<file path="src/rtl/sram_port_arbiter.sv">
// Arbitrates the CPU fetch and data SRAM ports onto a single downstream request/response port.
// Data has fixed priority; each source is served at most once per pipeline-stall period.
module sram_port_arbiter #(
    parameter int ADDR_W = 32,
    parameter int DATA_W = 32
) (
    input  logic                clk,
    input  logic                resetn,
    input  logic                inst_sram_en,
    input  logic [ADDR_W-1:0]   inst_sram_addr,
    output logic [DATA_W-1:0]   inst_sram_rdata,
    output logic                inst_stall,
    input  logic                data_sram_en,
    input  logic [DATA_W/8-1:0] data_sram_wen,
    input  logic [ADDR_W-1:0]   data_sram_addr,
    input  logic [DATA_W-1:0]   data_sram_wdata,
    input  logic                no_dcache,
    output logic [DATA_W-1:0]   data_sram_rdata,
    output logic                data_stall,
    input  logic                longest_stall,
    output logic                mem_req,
    output logic                mem_wr,
    output logic [DATA_W/8-1:0] mem_wstrb,
    output logic [ADDR_W-1:0]   mem_addr,
    output logic [DATA_W-1:0]   mem_wdata,
    output logic                mem_uncached,
    input  logic                mem_addr_ok,
    input  logic                mem_data_ok,
    input  logic [DATA_W-1:0]   mem_rdata
);
    localparam int STRB_W = DATA_W / 8;

    typedef enum logic [2:0] {S_IDLE, S_D_ADDR, S_D_WAIT, S_I_ADDR, S_I_WAIT} state_t;

    state_t              r_state, w_next;
    logic                r_inst_done, r_data_done;
    logic                r_wr, r_unc;
    logic [STRB_W-1:0]   r_wstrb;
    logic [ADDR_W-1:0]   r_addr;
    logic [DATA_W-1:0]   r_wdata, r_inst_rdata, r_data_rdata;
    logic                w_issue_d, w_issue_i, w_fin_d, w_fin_i;

    assign w_issue_d = (r_state == S_IDLE) & data_sram_en & ~r_data_done;
    assign w_issue_i = (r_state == S_IDLE) & ~w_issue_d & inst_sram_en & ~r_inst_done;
    assign w_fin_d   = (r_state == S_D_WAIT) & mem_data_ok;
    assign w_fin_i   = (r_state == S_I_WAIT) & mem_data_ok;

    always_ff @(posedge clk or negedge resetn) begin
        if (!resetn) r_state <= S_IDLE;
        else         r_state <= w_next;
    end

    always_comb begin
        w_next = r_state;
        case (r_state)
            S_IDLE: begin
                if (w_issue_d)      w_next = S_D_ADDR;
                else if (w_issue_i) w_next = S_I_ADDR;
            end
            S_D_ADDR: if (mem_addr_ok) w_next = S_D_WAIT;
            S_D_WAIT: if (mem_data_ok) w_next = S_IDLE;
            S_I_ADDR: if (mem_addr_ok) w_next = S_I_WAIT;
            S_I_WAIT: if (mem_data_ok) w_next = S_IDLE;
            default:                   w_next = S_IDLE;
        endcase
    end

    always_comb begin
        mem_req = 1'b0;
        case (r_state)
            S_D_ADDR, S_I_ADDR: mem_req = 1'b1;
            default:            mem_req = 1'b0;
        endcase
    end

    // Request fields are captured once in IDLE so they stay stable until accepted.
    always_ff @(posedge clk or negedge resetn) begin
        if (!resetn) begin
            r_addr  <= '0;
            r_wr    <= 1'b0;
            r_wstrb <= '0;
            r_wdata <= '0;
            r_unc   <= 1'b0;
        end else if (w_issue_d) begin
            r_addr  <= data_sram_addr;
            r_wr    <= |data_sram_wen;
            r_wstrb <= data_sram_wen;
            r_wdata <= data_sram_wdata;
            r_unc   <= no_dcache;
        end else if (w_issue_i) begin
            r_addr  <= inst_sram_addr;
            r_wr    <= 1'b0;
            r_wstrb <= '0;
            r_wdata <= '0;
            r_unc   <= 1'b0;
        end
    end

    // Completion beats the pipeline-advance clear when both land on the same edge.
    always_ff @(posedge clk or negedge resetn) begin
        if (!resetn) begin
            r_inst_done <= 1'b0;
            r_data_done <= 1'b0;
        end else begin
            if (w_fin_i)             r_inst_done <= 1'b1;
            else if (!longest_stall) r_inst_done <= 1'b0;
            if (w_fin_d)             r_data_done <= 1'b1;
            else if (!longest_stall) r_data_done <= 1'b0;
        end
    end

    always_ff @(posedge clk or negedge resetn) begin
        if (!resetn) begin
            r_inst_rdata <= '0;
            r_data_rdata <= '0;
        end else begin
            if (w_fin_i)          r_inst_rdata <= mem_rdata;
            if (w_fin_d && !r_wr) r_data_rdata <= mem_rdata;
        end
    end

    assign inst_sram_rdata = r_inst_rdata;
    assign data_sram_rdata = r_data_rdata;
    assign inst_stall      = resetn & inst_sram_en & ~r_inst_done;
    assign data_stall      = resetn & data_sram_en & ~r_data_done;
    assign mem_wr          = r_wr;
    assign mem_wstrb       = r_wstrb;
    assign mem_addr        = r_addr;
    assign mem_wdata       = r_wdata;
    assign mem_uncached    = r_unc;
endmodule

</file>
<file path="config.mk">
export PLATFORM = sky130hd
export DESIGN_NAME = sram_port_arbiter
export DESIGN_NICKNAME = d
export VERILOG_FILES = /design/src/rtl/sram_port_arbiter.sv
export SDC_FILE = /design/constraint.sdc
export NUM_CORES = 1
export LEC_CHECK = 0
export BUFFER_PORTS_ARGS = -buffer_cell sky130_fd_sc_hd__buf_2
export CAP_MARGIN = 20
export CORE_AREA = 5 5 123 125
export DETAILED_ROUTE_END_ITERATION = 7
export DIE_AREA = 0 0 128 130
export GPL_ROUTABILITY_DRIVEN = 1
export PLACE_DENSITY = 0.75
export RECOVER_POWER = 25
export SLEW_MARGIN = 20
export SYNTH_ARGS = -nofsm -noshare
export SYNTH_HDL_FRONTEND = slang
export SYNTH_SLANG_ARGS = --single-unit
</file>
<file path="constraint.sdc">
create_clock -name clk -period 1.4 [get_ports clk]
set_input_delay 0.28 -clock clk [delete_from_list [all_inputs] [get_ports clk]]
set_output_delay 0.28 -clock clk [all_outputs]
set_load 0.005 [all_outputs]
</file>
# Word-level counts from Yosys, hierarchy flattened
# Cells that the tools add are included.
[classes]
addsub = 0
multipliers = 0
div_mod_pow = 0
magnitude_cmp = 0
eq_ne = 10
shifts = 0
mux = 19
n_bitwise = 14
n_reduce_logical = 8
[op_table]
columns = ["cell", "count"]
rows = [
  ["$mux W32", 4],
  ["$mux W3", 5],
  ["$pmux W3 S4", 1],
  ["$and A1 B1 Y1", 11],
  ["$mux W4", 2],
  ["$mux W1", 7],
  ["$eq A3 B2 Y1 const B", 2],
  ["$ne A2 B1 Y1 const B", 3],
  ["$ne A2 B2 Y1 const B", 2],
  ["$reduce_and A4 Y1", 1],
  ["$reduce_or A2 Y1", 2],
  ["$reduce_or A4 Y1", 1],
  ["$eq A3 B1 Y1 const B", 1],
  ["$eq A3 B3 Y1 const B", 1],
  ["$logic_not A3 Y1", 1],
  ["$ne A3 B3 Y1 const B", 1],
  ["$not A1 Y1", 3],
  ["$reduce_bool A2 Y1", 1],
  ["$logic_and A1 B1 Y1", 1],
  ["$logic_not A1 Y1", 1],
]
[word_totals]
register_bits = 139
latch_bits = 0
ramBits = 0
rom_bits = 0
in_bits = 140
word_cells = 61
memories = 0

# Logic depth before layout (Yosys ltp)
[logic_depth]
depth_word = 10
depth_mapped = 5

# Worst setup path before layout
# No wires, ideal clock.
[synth_timing]
kind = "register to register"
from = "reg r_state[0]"
to = "reg r_data_rdata[10], in the netlist data_sram_rdata[10]"
setup_ps = 125
arrival_ps = 1351
required_time_ps = 1275
slack_ps = -75
path_stages_with_launch = 5
path_buffers = 1
period_less_slack_ps = 1475
cell_sequence = "dfrtp_1 > nand4bb_1 > nor2_2 > buf_4 > mux2_2"
[synth_between]
elab_chain_cells = 3
[synth_rtl]
columns = ["element", "line_no", "source"]
rows = [
  ["from (decl)", "35", "state_t r_state, w_next;"],
  ["from (signal assigned)", "50", "else r_state <= w_next;"],
  ["$eq A3 B2 Y1", "45", "assign w_fin_d = (r_state == S_D_WAIT) & mem_data_ok;"],
  ["$and A1 B1 Y1", "45", ""],
  ["$logic_and A1 B1 Y1", "118", "if (w_fin_d && !r_wr) r_data_rdata <= mem_rdata;"],
  ["to (signal assigned)", "118", ""],
  ["to (decl)", "40", "logic [DATA_W-1:0] r_wdata, r_inst_rdata, r_data_rdata;"],
]
# No other way between the ends.
# A chain may end at the register's enable or synchronous reset.

# Final worst setup path
[layout_timing]
from = "reg r_state[2]"
to = "reg r_data_rdata[5], in the netlist data_sram_rdata[5]"
# The elaborated chain is that of the path after synthesis.

==> summary.md <==
| Metric | Value |
|---|---|
| Maximum buffer depth of the clock tree | 2 |
| CTS sink cnt | 139 |
| Pre-Repair DR Iteration Count | 4 |
| Final hold viol count | 0 |
| # port buffers | 276 |
| Num CTS Buffers | 17 |
| Avg WL per Cell | approximately 18 um |
| Status | finished, violations left |
| DRT iter0 DRCs | between 150 and 200 |
| Via count | 4301 |
| Failing checks | negative setup slack |
| CP max FO | 24 |
| Layout cell share with drive strength beyond 1 | 71.5% |
| RSZ-0062 raised after global routing | yes |
| Die Area | between 0.015 and 0.02 mm2 |
| First-pass GRT wire length | 24900 um |
| GRT overflow | 0 |
| Drt drc | 0 |
| Static Leak | 4.45 nW |
| Post-Route WL | 16100 um |
| Gr usage total | 19.1% |
| PD cells | 2250 mW/mm2 |
| Nets | 815 |
| DIE HEIGHT | 130 um |
| DPL Wire Length | 11300 um |
| Area grow syn2layout | 54.4% |
| Startpoint types | register |
| EDFF count, synth | 0 |
| Worst hold path class | in2reg |
| Clk Latency, worst-skew pair | 400 ps |
| Core Area | roughly 0.014 mm2 |
| Number of global-route vias before repair | between 4000 and 5000 |
| CTS clk-pin slew, worst paths | roughly 60 ps |
| Syn Inst Count | 354 |
| Worst Tran Pin Value | 602 ps |
| YS warnings | 0 |
| Register bit total from synthesis | 139 |
| Final hold slack | 94.4 ps |
| Die width | 128 um |
| Max VDD drop | 0.00111 V |
| Gpl congestion | 0.801 |
| Ys async rst share | between 90% and 100% |
| Placement Rows | 43 |
| Net Count, Synth | 494 |
| Final ANT Viol Nets | 0 |
| Register area share after synthesis | 62.3% |
| Syn_area_per_cell | 15.8 um2 |
| Power Total | 0.0194 W |
| Design Area, Final | 0.00863 mm2 |
| CP Capture Type | register |
| Minimum clock period | 1590 ps |
| Endpoints failing setup | between 100 and 150 |
| Setup TNS | -15880 ps |
| I/O pin count | 277 |
| H-tree depth | 4 |
| Main flop type after synthesis | dfrtp_1 |
| Initial Utilization | 40.6% |
| Arr. time, crit path | 1880 ps |
| Final core utilization | between 60% and 70% |
| Largest net degree at the start of global routing | 115 |
| Maxcap violations | 0 |
| Post-synthesis cell type count | 27 |
| Worst endpoint required time | between 1500 and 2000 ps |
| Post-DP Area | ~0.0073 mm2 |
| DR vias/cell | around 4.9 |
| Period utilisation layout | 114% |
| Critical path class | reg2reg |
| Fmax | 0.629 GHz |
| Initial antenna violation count | 2 |
| Cell area after synthesis | 0.00559 mm2 |
| Clk_skew | 7.75 ps |
| Setup slack after layout | -191 ps |
| Root Buffer | clkbuf_16 |
| Count of pins over their slew limit | 0 |
| CTS tree | done |
| Slew HR | 59.9% |
==> power by group <==
| group | switching [W] | internal (W) |
|---|---|---|
| sequential | 0.00111 | 0.00595 |
| combinational | 0.00295 | 0.00482 |
| clock | 0.00161 | 0.00301 |
| total | 0.00567 | 0.0138 |
==> final cells by class <==
class / instances / area [um2]
inverter: 1 / 3.75
fill: 1058 / 5140
tap: 180 / 225
sequential: 139 / 3480
timing repair buffer: 324 / 2080
multi-input combinational: 192 / 2210
clock buffer: 24 / 492
antenna: 1 / 2.50
clock inverter: 8 / 130
==> metal layers <==
metal	global-route usage (%)	vias up	wire length, um
met1	22.1	2147	6010
met4	8.43	2	423
met2	33.8	180	8530
met5	0	-	13
li1	-	1941	-
met3	4.58	31	1090
==> state kept, by name, summed over array words and instances (netlist names) <==
| name | cells |
|---|---|
| mem_uncached | 1 |
| r_inst_done | 1 |
| r_state | 3 |
| r_data_done | 1 |
| data_sram_rdata | 32 |
| inst_sram_rdata | 32 |
| mem_wr | 1 |
| mem_wdata | 32 |
| mem_addr | 32 |
| mem_wstrb | 4 |
==> cells in the final DEF (no fill, tap or decap), drive strengths merged <==
cell,n
buf,319
dfrtp,139
mux2,128
a22o,38
clkbuf,27
nand2,4
and2,3
bufinv,3
inv,3
clkinv,3
o21ai,3
nand2b,2
nor2b,2
nor2,2
diode,1
nor3,1
xor2,1
nor3b,1
a21oi,1
nand3,1
and3,1
nand4bb,1
o22ai,1
or4,1
a21o,1
bufbuf,1
dlygate4sd3,1
==> timing repair <==
item	4_1_cts	5_1_grt
cloned	5	1
setup buffers	18	2
hold buffers	1	0
pin swaps	13	1
endpoints found under the setup margin	137	138
hold endpoints to repair	111	0
resized for setup	66	21
==> cells by family after synthesis <==
family	share of synthesized area (%)
buf+inv	3.07
flops	62.3
compound gates	6.63
xor+xnor	0.157
mux	25.8
simple gates	2.08
==> cells in the mapped netlist, drive strengths merged (2+ instances only) <==
cell	n	area, um2
nand2b	2	12.5
o21ai	3	18.8
nand2	4	15.0
nor2	2	10.0
nor2b	2	12.5
clkbuf	4	15.0
mux2	128	1440
dfrtp	139	3480
a22o	38	333
and2	3	18.8
buf	18	153
==> critical path, cell delays in order (launching register included) <==
cell and delay (ps):
dfrtp_2 440, nand4bb_4 260, nor2_4 180, buf_12 210
mux2_2 360
==> per-stage QoR <==
step,setup slack [ps],cells
after global placement,-124,809
after CTS,-159,865
after floorplan,-33.3,354
final,-191,869
after detailed placement,-145,809
after global routing,-230,869
==> final timing paths <==
path,start,end,slack [ps],cells after the start
max in group asynchronous,resetn,mem_addr[12]$_DFFE_PN0P_,240,3
min in group asynchronous,resetn,r_inst_done$_DFFE_PN0P_,700,3
worst min-delay path,mem_addr_ok,r_state[0]$_DFFE_PN0P_,90,2
worst max register to register,r_state[2]$_DFFE_PN0P_,data_sram_rdata[5]$_DFFE_PN0P_,-190,4
worst min register to register,inst_sram_rdata[3]$_DFFE_PN0P_,inst_sram_rdata[3]$_DFFE_PN0P_,480,1
worst max-delay path,r_state[2]$_DFFE_PN0P_,data_sram_rdata[5]$_DFFE_PN0P_,-190,4
(Power assumes the default switching activity.)
